[src/rtl/eggtimer_pkg.sv]
// Shared definitions for the egg timer front end: repeat FSM states and default timing.
package eggtimer_pkg;

  typedef enum logic [1:0] {
    RELEASED  = 2'd0,
    PRESSED   = 2'd1,
    REPEATING = 2'd2
  } RepeatState;

  localparam int DEFAULT_CHANNELS      = 4;
  localparam int DEFAULT_STABLE_CYCLES = 64;
  localparam int DEFAULT_HOLD_CYCLES   = 5000000;
  localparam int DEFAULT_REPEAT_CYCLES = 1250000;

  function automatic int maxInt(input int a, input int b);
    return (a > b) ? a : b;
  endfunction

endpackage

[src/rtl/button_channel.sv]
// One button channel: 2-flop synchroniser, edge debounce counter, strobes and auto-repeat FSM.
module button_channel
  import eggtimer_pkg::*;
#(
  parameter int STABLE_CYCLES = DEFAULT_STABLE_CYCLES,
  parameter int HOLD_CYCLES   = DEFAULT_HOLD_CYCLES,
  parameter int REPEAT_CYCLES = DEFAULT_REPEAT_CYCLES
) (
  input  logic clk,
  input  logic reset_n,
  input  logic i_button,
  input  logic i_repeat_en,
  output logic o_level,
  output logic o_press,
  output logic o_release,
  output logic o_repeat
);

  localparam int DebWidth  = $clog2(STABLE_CYCLES + 1);
  localparam int HoldWidth = $clog2(maxInt(HOLD_CYCLES, REPEAT_CYCLES) + 1);
  localparam logic [DebWidth-1:0]  DebLast    = DebWidth'(STABLE_CYCLES - 1);
  localparam logic [HoldWidth-1:0] HoldLast   = HoldWidth'(HOLD_CYCLES - 1);
  localparam logic [HoldWidth-1:0] RepeatLast = HoldWidth'(REPEAT_CYCLES - 1);

  logic                 r_syncMeta;
  logic                 r_syncOut;
  logic [DebWidth-1:0]  r_debCount;
  logic                 r_level;
  logic                 r_press;
  logic                 r_release;
  logic                 r_repeat;
  RepeatState           r_state;
  RepeatState           w_nextState;
  logic [HoldWidth-1:0] r_holdCount;
  logic [HoldWidth-1:0] w_nextHoldCount;
  logic                 w_differs;
  logic                 w_flip;
  logic                 w_rise;
  logic                 w_fall;
  logic                 w_holdDone;
  logic                 w_repeatDone;
  logic                 w_repeatPulse;

  always_ff @(posedge clk or negedge reset_n) begin
    if (!reset_n) begin
      r_syncMeta <= 1'b0;
      r_syncOut  <= 1'b0;
    end else begin
      r_syncMeta <= i_button;
      r_syncOut  <= r_syncMeta;
    end
  end

  // The level flips only after STABLE_CYCLES consecutive samples disagree with it.
  assign w_differs = (r_syncOut != r_level);
  assign w_flip    = w_differs && (r_debCount == DebLast);
  assign w_rise    = w_flip && r_syncOut;
  assign w_fall    = w_flip && !r_syncOut;

  always_ff @(posedge clk or negedge reset_n) begin
    if (!reset_n) begin
      r_debCount <= '0;
      r_level    <= 1'b0;
      r_press    <= 1'b0;
      r_release  <= 1'b0;
    end else begin
      r_press   <= w_rise;
      r_release <= w_fall;
      if (!w_differs || w_flip) begin
        r_debCount <= '0;
      end else begin
        r_debCount <= r_debCount + 1'b1;
      end
      if (w_flip) begin
        r_level <= r_syncOut;
      end
    end
  end

  assign w_holdDone   = (r_holdCount == HoldLast);
  assign w_repeatDone = (r_holdCount == RepeatLast);

  always_ff @(posedge clk or negedge reset_n) begin
    if (!reset_n) begin
      r_state     <= RELEASED;
      r_holdCount <= '0;
      r_repeat    <= 1'b0;
    end else begin
      r_state     <= w_nextState;
      r_holdCount <= w_nextHoldCount;
      r_repeat    <= w_repeatPulse;
    end
  end

  // A falling level overrides everything else so a release never carries a repeat.
  always_comb begin
    w_nextState     = r_state;
    w_nextHoldCount = '0;
    if (w_fall) begin
      w_nextState = RELEASED;
    end else begin
      case (r_state)
        RELEASED: begin
          if (w_rise) begin
            w_nextState = PRESSED;
          end
        end
        PRESSED: begin
          if (i_repeat_en) begin
            if (w_holdDone) begin
              w_nextState = REPEATING;
            end else begin
              w_nextHoldCount = r_holdCount + 1'b1;
            end
          end
        end
        REPEATING: begin
          if (!i_repeat_en) begin
            w_nextState = PRESSED;
          end else if (!w_repeatDone) begin
            w_nextHoldCount = r_holdCount + 1'b1;
          end
        end
        default: begin
          w_nextState = RELEASED;
        end
      endcase
    end
  end

  always_comb begin
    w_repeatPulse = 1'b0;
    if (!w_fall && i_repeat_en) begin
      case (r_state)
        PRESSED:   w_repeatPulse = w_holdDone;
        REPEATING: w_repeatPulse = w_repeatDone;
        default:   w_repeatPulse = 1'b0;
      endcase
    end
  end

  assign o_level   = r_level;
  assign o_press   = r_press;
  assign o_release = r_release;
  assign o_repeat  = r_repeat;

endmodule

[src/rtl/button_conditioner.sv]
// Multi-channel push-button conditioner: one independent button_channel per input pin.
module button_conditioner
  import eggtimer_pkg::*;
#(
  parameter int CHANNELS      = DEFAULT_CHANNELS,
  parameter int STABLE_CYCLES = DEFAULT_STABLE_CYCLES,
  parameter int HOLD_CYCLES   = DEFAULT_HOLD_CYCLES,
  parameter int REPEAT_CYCLES = DEFAULT_REPEAT_CYCLES
) (
  input  logic                clk,
  input  logic                reset_n,
  input  logic [CHANNELS-1:0] i_button,
  input  logic [CHANNELS-1:0] i_repeat_en,
  output logic [CHANNELS-1:0] o_level,
  output logic [CHANNELS-1:0] o_press,
  output logic [CHANNELS-1:0] o_release,
  output logic [CHANNELS-1:0] o_repeat
);

  if (CHANNELS < 1) begin : g_badChannels
    $error("button_conditioner: CHANNELS must be at least 1");
  end
  if (STABLE_CYCLES < 1) begin : g_badStable
    $error("button_conditioner: STABLE_CYCLES must be at least 1");
  end
  if (HOLD_CYCLES < 1) begin : g_badHold
    $error("button_conditioner: HOLD_CYCLES must be at least 1");
  end
  if (REPEAT_CYCLES < 1) begin : g_badRepeat
    $error("button_conditioner: REPEAT_CYCLES must be at least 1");
  end

  for (genvar c = 0; c < CHANNELS; c++) begin : g_channel
    button_channel #(
      .STABLE_CYCLES(STABLE_CYCLES),
      .HOLD_CYCLES  (HOLD_CYCLES),
      .REPEAT_CYCLES(REPEAT_CYCLES)
    ) u_channel (
      .clk        (clk),
      .reset_n    (reset_n),
      .i_button   (i_button[c]),
      .i_repeat_en(i_repeat_en[c]),
      .o_level    (o_level[c]),
      .o_press    (o_press[c]),
      .o_release  (o_release[c]),
      .o_repeat   (o_repeat[c])
    );
  end

endmodule

[config.mk]
export PLATFORM = sky130hd
export DESIGN_NAME = button_conditioner
export DESIGN_NICKNAME = d
export VERILOG_FILES = /design/src/rtl/eggtimer_pkg.sv /design/src/rtl/button_channel.sv /design/src/rtl/button_conditioner.sv
export SDC_FILE = /design/constraint.sdc
export NUM_CORES = 1
export LEC_CHECK = 0
export BUFFER_PORTS_ARGS = -buffer_cell sky130_fd_sc_hd__buf_2
export CAP_MARGIN = 20
export CORE_ASPECT_RATIO = 0.9
export CORE_MARGIN = 2
export CORE_UTILIZATION = 65
export CTS_BUF_LIST = sky130_fd_sc_hd__clkbuf_4
export CTS_CLUSTER_SIZE = 20
export DETAILED_ROUTE_END_ITERATION = 8
export PLACE_DENSITY = 0.81
export SLEW_MARGIN = 0
export SYNTH_ARGS = -nofsm -noshare
export SYNTH_HDL_FRONTEND = slang
export SYNTH_SLANG_ARGS = --single-unit
[constraint.sdc]
create_clock -name clk -period 3.1 [get_ports clk]
set_clock_uncertainty 0.2 [all_clocks]
set_input_delay 0.31 -clock clk [delete_from_list [all_inputs] [get_ports clk]]
set_output_delay 0.31 -clock clk [all_outputs]
set_load 0.1 [all_outputs]
# Word level (Yosys, flattened, before mapping)
# Index checks and enable logic that the tools add are counted.
[op_classes] n_addsub=8 n_eq_ne=40 n_mux=60 reduce_logical=40
[op_table] operator="23-bit two-way mux" n=20
[op_table] operator="23-bit case mux with 2 select lines" n=4
[op_table] operator="23-bit by 1-bit adder with 23-bit output (second input constant)" n=4
[op_table] operator="23-bit by 21-bit == test with 1-bit output (second input constant)" n=4
[op_table] operator="23-bit == test (second input constant)" n=4
[op_table] operator="2-bit two-way mux" n=20
[op_table] operator="7-bit by 1-bit adder with 7-bit output (second input constant)" n=4
[op_table] operator="7-bit by 6-bit == test with 1-bit output (second input constant)" n=4
[op_table] operator="7-bit two-way mux" n=4
[op_table] operator="3-bit by 1-bit inequality test with 1-bit output (second input constant)" n=8
[op_table] operator="3-bit by 2-bit inequality test with 1-bit output (second input constant)" n=8
[op_table] operator="2-bit case mux with 3 select lines" n=4
[op_table] operator="1-bit logical AND" n=16
[op_table] operator="4-bit AND reduction" n=4
[op_table] operator="1-bit logical NOT" n=12
[op_table] operator="2-bit by 1-bit == test with 1-bit output (second input constant)" n=4
[op_table] operator="2-bit == test (second input constant)" n=4
[op_table] operator="2-bit logical NOT" n=4
[op_table] operator="1-bit case mux with 2 select lines" n=4
[op_table] operator="1-bit logical OR" n=4
[op_table] operator="1-bit two-way mux" n=4
[op_table] operator="1-bit inequality test" n=4
[totals] regBits=152 inputBits=10 out_inout_bits=16 word_cells=184

# Longest topological paths before layout
# Gate-level depths: netlist of run 1.
[depth] ltp_word=6 ltp_mapped=9 ltp_nobuf=8

# Cells and area by module
# From an unflattened synthesis of run 1, not the netlist that was laid out.
[hier_totals] cells_unflattened=746 hier_area_um2=7551.0
[by_module_without_submodules] mod="button_channel (g_channel[0].u_channel ...)" instances=3 cells_per_inst=187 area_per_inst_um2=1888.1 seq_area_each_um2=950.9
[by_module_without_submodules] mod="button_channel (g_channel[3].u_channel)" instances=1 cells_per_inst=185 area_per_inst_um2=1886.8 seq_area_each_um2=950.9

# Worst setup path after synthesis of run 1
# Ideal clock, no wire load.
[synth_timing] path_kind="reg2reg" start="register g_channel[0].u_channel.r_holdCount[13]" end="register g_channel[0].u_channel.r_holdCount[14]" setup_ns=0.119 arrival_ns=2.316 required_time_ns=2.781 setup_slack_ns=0.465 stages_incl_launch_ff=7 path_buffers=1 synth_period_minus_slack_ns=2.635 path_cell_list="dfrtp_1 > or4b_1 > or4_1 > o41a_1 > o2111ai_4 > buf_6 > nor2_1"
[synth_via] elab_chain_cells=5 elab_cells_between_ends=9 classes_between="add/sub (1); eq/ne (2); mux (6)"
[synth_lines] item="from (decl)" line_no="button_channel.sv:34" rtl="logic [HoldWidth-1:0] r_holdCount;"
[synth_lines] item="from (signal assigned)" line_no="button_channel.sv:90" rtl="r_holdCount <= w_nextHoldCount;"
[synth_lines] item="23-bit by 1-bit adder with 23-bit output (tied with other cells)" line_no="button_channel.sv:113, button_channel.sv:121"
[synth_lines] item="23-bit two-way mux (on tied branches)" line_no="button_channel.sv:120, button_channel.sv:110"
[synth_lines] item="23-bit two-way mux (on tied branches)" line_no="button_channel.sv:118, button_channel.sv:109"
[synth_lines] item="23-bit case mux with 2 select lines (*)" line_no="button_channel.sv:102" rtl="case (r_state)"
[synth_lines] item="23-bit two-way mux (*)" line_no="button_channel.sv:99" rtl="if (w_fall) begin"
[synth_lines] item="via g_channel[0].u_channel.w_nextHoldCount[14]" line_no="button_channel.sv:35" rtl="logic [HoldWidth-1:0] w_nextHoldCount;"
# The timed path passes the listed nets; every way through them passes the cells marked *.
# A chain may end at the register's enable or synchronous reset.

# Final worst setup path of run 1
[layout_timing] start="register g_channel[0].u_channel.r_holdCount[13]" end="register g_channel[0].u_channel.r_holdCount[8]"
[layout_via] elab_chain_cells=5 elab_cells_between_ends=8 classes_between="eq/ne (2); mux (6)"
[layout_lines] item="23-bit by 21-bit == test with 1-bit output or 23-bit == test (tied branches)" line_no="button_channel.sv:81, button_channel.sv:80"
[layout_lines] item="23-bit two-way mux (on tied branches)" line_no="button_channel.sv:120, button_channel.sv:110"
[layout_lines] item="23-bit two-way mux (on tied branches)" line_no="button_channel.sv:118, button_channel.sv:109"
[layout_lines] item="23-bit case mux with 2 select lines (*)" line_no="button_channel.sv:102"
[layout_lines] item="23-bit two-way mux (*)" line_no="button_channel.sv:99"
[layout_lines] item="via g_channel[0].u_channel.w_nextHoldCount[8]" line_no="button_channel.sv:35"
# Marks and branches as above.

==> summary.md, run 1 <==
| Metric | Value |
|---|---|
| Post-synth EDFFs | 0 |
| Fillers | 807 |
| Via density | between 5 and 6 |
| Post-synthesis instance area | 7720 µm² |
| Final Cycle Share | 91.1% |
| Fin nets | 844 |
| Minimum clock period | about 2.8 ns |
| Synth-to-Final Area Change | 8.04% |
| Crit path launch type | flip-flop |
| HPWL Detailed | around 9.8 mm |
| Synth Register Bits | about 150 |
| Max incr delay on CP | 0.57 ns |
| Port bufs | 25 |
| Fmax | around 350 MHz |
| Slew Viols, Final | 0 |
| Worst Path Max Fanout | 23 |
| Fin util | ~72% |
| Pwr/cell area | between 400 and 500 nW/µm² |
| Crit path kind | reg -> reg |
| R2R Path End | g_channel[0].u_channel.r_holdCount[8]$_DFF_PN0_ |
| Starting Density | between 60% and 70% |
| Outcome | finished clean |
| # setup viols final | 0 |
| Chip width | roughly 120 µm |
| Gpl congestion | between 0.8 and 0.9 |
| Final setup TNS | 0 ns |
| Clk sinks | roughly 150 |
| Post-synthesis sequential area ratio | 49.3% |
| Critical path required time | approximately 3.4 ns |
| Die height | about 110 µm |
| Setup slack, reg-to-reg | around 0.28 ns |
| Main flop type after synthesis | dfrtp_1 |
| Yosys Warn Count | 0 |
| I/O pin total | 26 |
| Clock tree from TritonCTS | built |
| DRC Markers | 0 |
| Die area | around 13000 µm² |
| Total Routing Usage GR | 24.2% |
| CTS H-tree lvls | 4 |
| Leak Pwr | roughly 3.5 nW |
| Fraction of layout cells with a size suffix above 1 | a little over a tenth |
| Top area cells in the synthesized netlist | dfrtp_1 49%, nor2_1 7.1%, xnor2_1 7.1% |
| Antenna viol nets, final | 0 |
| Cell Rows | 37 |
| Worst-margin pin slew | 0.705 ns |
| Max Cap Viol | 0 |
| Postcts setup bufs | 0 |
| Maximum vdd drop | 0.000356 V |
| Critical Path Sink Type | flip-flop |
| DRT Pass-1 Iters | 5 |
| Yosys cell types | 60 |
| Synthesized net count | roughly 800 |
| Iter 0 DRT Violations | between 400 and 500 |
| FFs w/ async S/R, synth | 100% |
| Crit path launch | g_channel[0].u_channel.r_holdCount[13]$_DFF_PN0_ |
| Initial antenna violation count | 0 |
| Worst Hold Class | in -> async |
| Reg2reg path depth | 6 |
| Clk buf depth | 2 |
| Avg Inst Size Synth | 9.95 µm² |
| Final instance area | ~8300 µm² |
| Setup crit end | g_channel[0].u_channel.r_holdCount[8]$_DFF_PN0_ |
| Final hold viol count | 0 |
| Worst Path Arrival | approximately 3.1 ns |
| First-pass GRT wire length | approximately 25 mm |
| Global route total overflow | 0 |
| Detailed Route WL | between 10 and 15 mm |
| Clk_lat worst skew | around 0.6 ns |
| Wire per inst | ~14 µm |
| Clock root cell | clkbuf_4 |
| Share of the synthesized area in the top cell type | 49.3% |
| Most frequent cells in the layout | 152 x dfrtp_1, 147 x nor2_1, 63 x xnor2_1 |
| Clk slew on worst S/H paths | 0.13 ns |
| Area leader, netlist | dfrtp_1 |
| Core Box Area | ~12000 µm² |
| Via count | between 5000 and 6000 |
| Vias in the first global route | between 5000 and 6000 |
| Unrepaired setup endpoints after global routing | false |
| Slew headroom | around 53% |
| Pin count of the biggest net entering global routing | 78 |
| Critical path's slowest cell | or4_1 |
| CTS Buf Count | 17 |
| Critical path cell sequence | or4b_1 > or4_1 > o41a_1 > o2111ai_4 > buf_12 > nor2_1 |
| Ant. Diodes | 0 |
| Synth Instances | about 780 |
| Worst reg2reg startpoint | g_channel[0].u_channel.r_holdCount[13]$_DFF_PN0_ |
| Area of placed instances | between 7000 and 8000 µm² |
| Leading cell type in the layout, fill and taps excluded | dfrtp_1 |
==> worst min-delay path by stage <==
stage | start | to | slack (ns) | cells past startpoint
final | reset_n | g_channel[3].u_channel.r_debCount[4]$_DFF_PN0_ | 0.1 | 2
after global routing | i_button[0] | g_channel[0].u_channel.r_syncMeta$_DFF_PN0_ | 0.13 | 2
after CTS | reset_n | g_channel[3].u_channel.r_holdCount[18]$_DFF_PN0_ | 0.09 | 2
after detailed placement | g_channel[2].u_channel.r_syncMeta$_DFF_PN0_ | g_channel[2].u_channel.r_syncOut$_DFF_PN0_ | 0.15 | 0
after global placement | g_channel[1].u_channel.r_syncMeta$_DFF_PN0_ | g_channel[1].u_channel.r_syncOut$_DFF_PN0_ | 0.13 | 0
after floorplan | reset_n | g_channel[0].u_channel.o_level$_DFFE_PN0N_ | -0.19 | 0
==> registers in the layout, summed over array words and instances (netlist names) <==
name / cells
g_channel.u_channel.r_holdCount: 92
g_channel.u_channel.r_syncMeta: 4
g_channel.u_channel.r_debCount: 28
g_channel.u_channel.o_level: 4
g_channel.u_channel.r_syncOut: 4
g_channel.u_channel.r_state: 8
g_channel.u_channel.o_release: 4
g_channel.u_channel.o_repeat: 4
g_channel.u_channel.o_press: 4
==> timing repair <==
item | 4_1_cts | 5_1_grt
hold buffers | 9 | 0
endpoints found under the hold margin | 144 | 0
gates resized for setup | 0 | 0
==> logic make-up after synthesis <==
logic type / Yosys count / synth area share [%]
mux: 4 / 0.584
xor+xnor: 104 / 11.8
compound gates: 46 / 4.98
flops: 152 / 49.3
simple gates: 383 / 25.2
fa+ha+maj: 24 / 3.89
buf+inv: 63 / 4.26
==> final cells by class <==
class | count | area [µm²] | area share, %
flip-flops and latches | 152 | 3800 | 45.6
multi-input cells | 561 | 3590 | 43.0
repair buffers | 44 | 322 | 3.86
well taps | 156 | 195 | 2.34
clock inverters | 15 | 178 | 2.13
clock buffers | 17 | 128 | 1.53
inverters | 34 | 128 | 1.53
==> routing by layer <==
layer	routed length, µm	GRT usage (%)	part of all wire (%)
met5	0	0	0
met4	216	9.35	1.5
met3	576	5.51	4.1
met2	6690	39.7	47
met1	6650	31.5	47
==> Yosys cell counts, types with 3 or more instances <==
cell      instances
ha_1             24
nor4b_1           4
o31a_1            3
o41ai_1           3
nand3b_1          4
or4_1             6
nor3_1           23
and2_1            3
dfrtp_1         152
inv_1            34
o41a_1            3
and3_1           23
nand2_1          52
and4_1            7
o21ai_0           4
nor4bb_1          6
or4b_2            6
or3_1             5
nor4_1           13
or4b_1            4
a211oi_1          3
xor2_1           41
a21oi_1           7
buf_6             4
nor3b_1           4
mux2_2            4
clkbuf_1          6
or2_2             6
nand4_1          23
nand3_1          38
buf_4            16
nor2_1          147
o211a_1           3
xnor2_1          63
==> critical path: cells and delay by family (launching register included) <==
family                 cells  cell delay, ns
AOI/OAI and AO/OA          2            0.71
buffers and inverters      1            0.19
DFF                        1            0.43
and+or+nand+nor            3            1.17
==> stage by stage <==
stage	hold slack [ns]	total power, mW	worst slack, ns	instances
after floorplan	-0.186	2.08	0.465	776
after global placement	0.132	2.13	0.412	938
after detailed placement	0.145	2.14	0.326	938
after CTS	0.0913	3.43	0.279	979
after global routing	0.134	3.52	0.212	979
final	0.0956	3.40	0.277	979
==> report_power, final <==
part	internal (mW)	switching, mW	total (mW)
Combinational	0.0320	0.0593	0.0913
Clock	0.559	0.734	1.29
Sequential	2.00	0.0136	2.01
Total	2.59	0.806	3.40
Note: power is estimated with default switching activity, not from simulation.
==> run 2, diff against run 1 <==
--- a/config.mk
+++ b/config.mk
@@ -14,6 +14,7 @@
 export CTS_CLUSTER_SIZE = 20
 export DETAILED_ROUTE_END_ITERATION = 8
 export PLACE_DENSITY = 0.81
+export RECOVER_POWER = 25
 export SLEW_MARGIN = 0
 export SYNTH_ARGS = -nofsm -noshare
 export SYNTH_HDL_FRONTEND = slang
==> summary.md, run 2 (synthesis gave the netlist of run 1 again) <==
| Metric | Value |
|---|---|
| Reg2reg path depth | 6 |
| Worst Path Arrival | just over 3 ns |
| Ant. Diodes | 0 |
| Max FFs per register | roughly 90 |
| Clk_lat worst skew | 0.59 ns |
| Minimum clock period | around 2.8 ns |
| Critical path required time | ~3.4 ns |
| Number of cells on the critical path | 6 |
| Unrepaired setup endpoints after global routing | false |
| Max incr delay on CP | 0.57 ns |
| Fin nets | ~840 |
| Clk buf depth | 2 |
| Slew Viols, Final | 77 |
| Final Cycle Share | about nine tenths |
| Most frequent cells in the layout | 152 x dfrtp_1, 147 x nor2_1, 63 x xnor2_1 |
| CTS Buf Count | 17 |
| Maximum vdd drop | ~0.00036 V |
| Final hold viol count | 0 |
| DRT Pass-1 Iters | 6 |
| CTS H-tree lvls | 4 |
| Clk slew on worst S/H paths | between 0.1 and 0.15 ns |
| Crit path kind | reg -> reg |
| Port bufs | 25 |
| Iter 0 DRT Violations | between 400 and 500 |
| Clk sinks | about 150 |
| Clock root cell | clkbuf_4 |
| Critical path cell sequence | or4b_1 > or4_1 > o41a_1 > o2111ai_4 > buf_12 > nor2_1 |
| Area of placed instances | approximately 7900 µm² |
| Synth-to-Final Area Change | 7.96% |
| Slew headroom | -22.6% |
| Cell Rows | 37 |
| Die height | 107 µm |
| Clock tree from TritonCTS | built |
| Pin count of the biggest net entering global routing | 78 |
| Starting Density | 67.0% |
| I/O pin total | 26 |
| Antenna viol nets, final | 0 |
| Gpl congestion | between 0.8 and 0.9 |
| Worst Hold Class | reg -> reg |
| WHS Path Cells | 0 |
| Leading cell type in the layout, fill and taps excluded | dfrtp_1 |
| Chip width | between 100 and 150 µm |
| Worst-margin pin slew | about 1.8 ns |
| Initial antenna violation count | 0 |
| Global route total overflow | 0 |
| Final instance area | around 8300 µm² |
| Total Routing Usage GR | 24.2% |
| Via count | about 5600 |
| Core Box Area | 11500 µm² |
| # setup viols final | 0 |
| Pwr/cell area | approximately 410 nW/µm² |
| Outcome | complete, but fails checks |
| Vias in the first global route | between 5000 and 6000 |
| First-pass GRT wire length | 24.9 mm |
| Wire per inst | 14.4 µm |
| DRC Markers | 0 |
| Crit path launch type | flip-flop |
| CP delay by family, top | simple AND/OR/NAND/NOR gates |
| Register bank with the most flops | g_channel.u_channel.r_holdCount |
| Critical path's slowest cell | or4_1 |
| Fraction of layout cells with a size suffix above 1 | 10.7% |
| Biggest regs | g_channel.u_channel.r_holdCount (92), g_channel.u_channel.r_debCount (28), g_channel.u_channel.r_state (8) |
| CP bufs+invs | 1 |
| Critical Path Sink Type | flip-flop |
| Die area | 12800 µm² |
| Final setup TNS | 0 ns |
| Via density | between 5 and 6 |
| Leak Pwr | around 3.5 nW |
| Failing checks | max-capacitance violations, max-slew violations |
| Detailed Route WL | around 14 mm |
| Worst Path Max Fanout | 23 |
| Fmax | between 300 and 400 MHz |
| Max Cap Viol | 1 |
| HPWL Detailed | 9.79 mm |
## run 2: changes by cell type in the layout (fill, tap and decap cells not counted)
cell      change
buf_6         -1
clkbuf_2      +1
## run 2: repair_timing
item	CTS	global route
setup buffers	0	0
hold endpoints to repair	144	0
resized for setup	0	0
hold buffers	9	0
## run 2: worst paths after layout
kind / from / slack, ns / end
setup / recovery: g_channel[0].u_channel.r_holdCount[13]$_DFF_PN0_ / 0.28 / g_channel[0].u_channel.r_holdCount[8]$_DFF_PN0_
hold / removal: g_channel[1].u_channel.r_syncMeta$_DFF_PN0_ / 0.16 / g_channel[1].u_channel.r_syncOut$_DFF_PN0_
setup reg to reg: g_channel[0].u_channel.r_holdCount[13]$_DFF_PN0_ / 0.28 / g_channel[0].u_channel.r_holdCount[8]$_DFF_PN0_
hold reg to reg: g_channel[1].u_channel.r_syncMeta$_DFF_PN0_ / 0.16 / g_channel[1].u_channel.r_syncOut$_DFF_PN0_
max in group asynchronous: reset_n / 0.97 / g_channel[0].u_channel.r_holdCount[4]$_DFF_PN0_
min in group asynchronous: reset_n / 0.56 / g_channel[3].u_channel.r_debCount[4]$_DFF_PN0_
## run 2: layout make-up
class,count,area [µm²]
Clock inverter,15,178
Sequential cell,152,3800
Inverter,34,128
Tap cell,156,195
Multi-Input combinational cell,561,3590
Clock buffer,17,128
Timing Repair Buffer,44,315
Fill cell,809,3190
## run 2: through the flow
| step | util, % | std cells | power (mW) | hold slack, ns | worst slack, ns |
|---|---|---|---|---|---|
| after detailed placement | 68.9 | 938 | 2.14 | 0.145 | 0.326 |
| after global routing | 72.3 | 979 | 3.52 | 0.134 | 0.212 |
| final | 72.3 | 979 | 3.39 | 0.159 | 0.282 |
| after global placement | 68.9 | 938 | 2.13 | 0.132 | 0.412 |
| after floorplan | - | 776 | 2.08 | -0.186 | 0.465 |
| after CTS | 72.3 | 979 | 3.43 | 0.0913 | 0.279 |
## run 2: power breakdown
group | internal (mW) | switching, mW
Combinational | 0.0315 | 0.0589
Clock | 0.559 | 0.725
Sequential | 2.00 | 0.0135
## run 2: per-layer routing
layer  wire length [µm]  part of all wire [%]  global-route usage, %
met1               6540                    46                   31.5
met2               6740                    48                   39.7
met3                610                   4.3                   5.51
met4                189                   1.3                   9.35
met5                  0                     0                      0
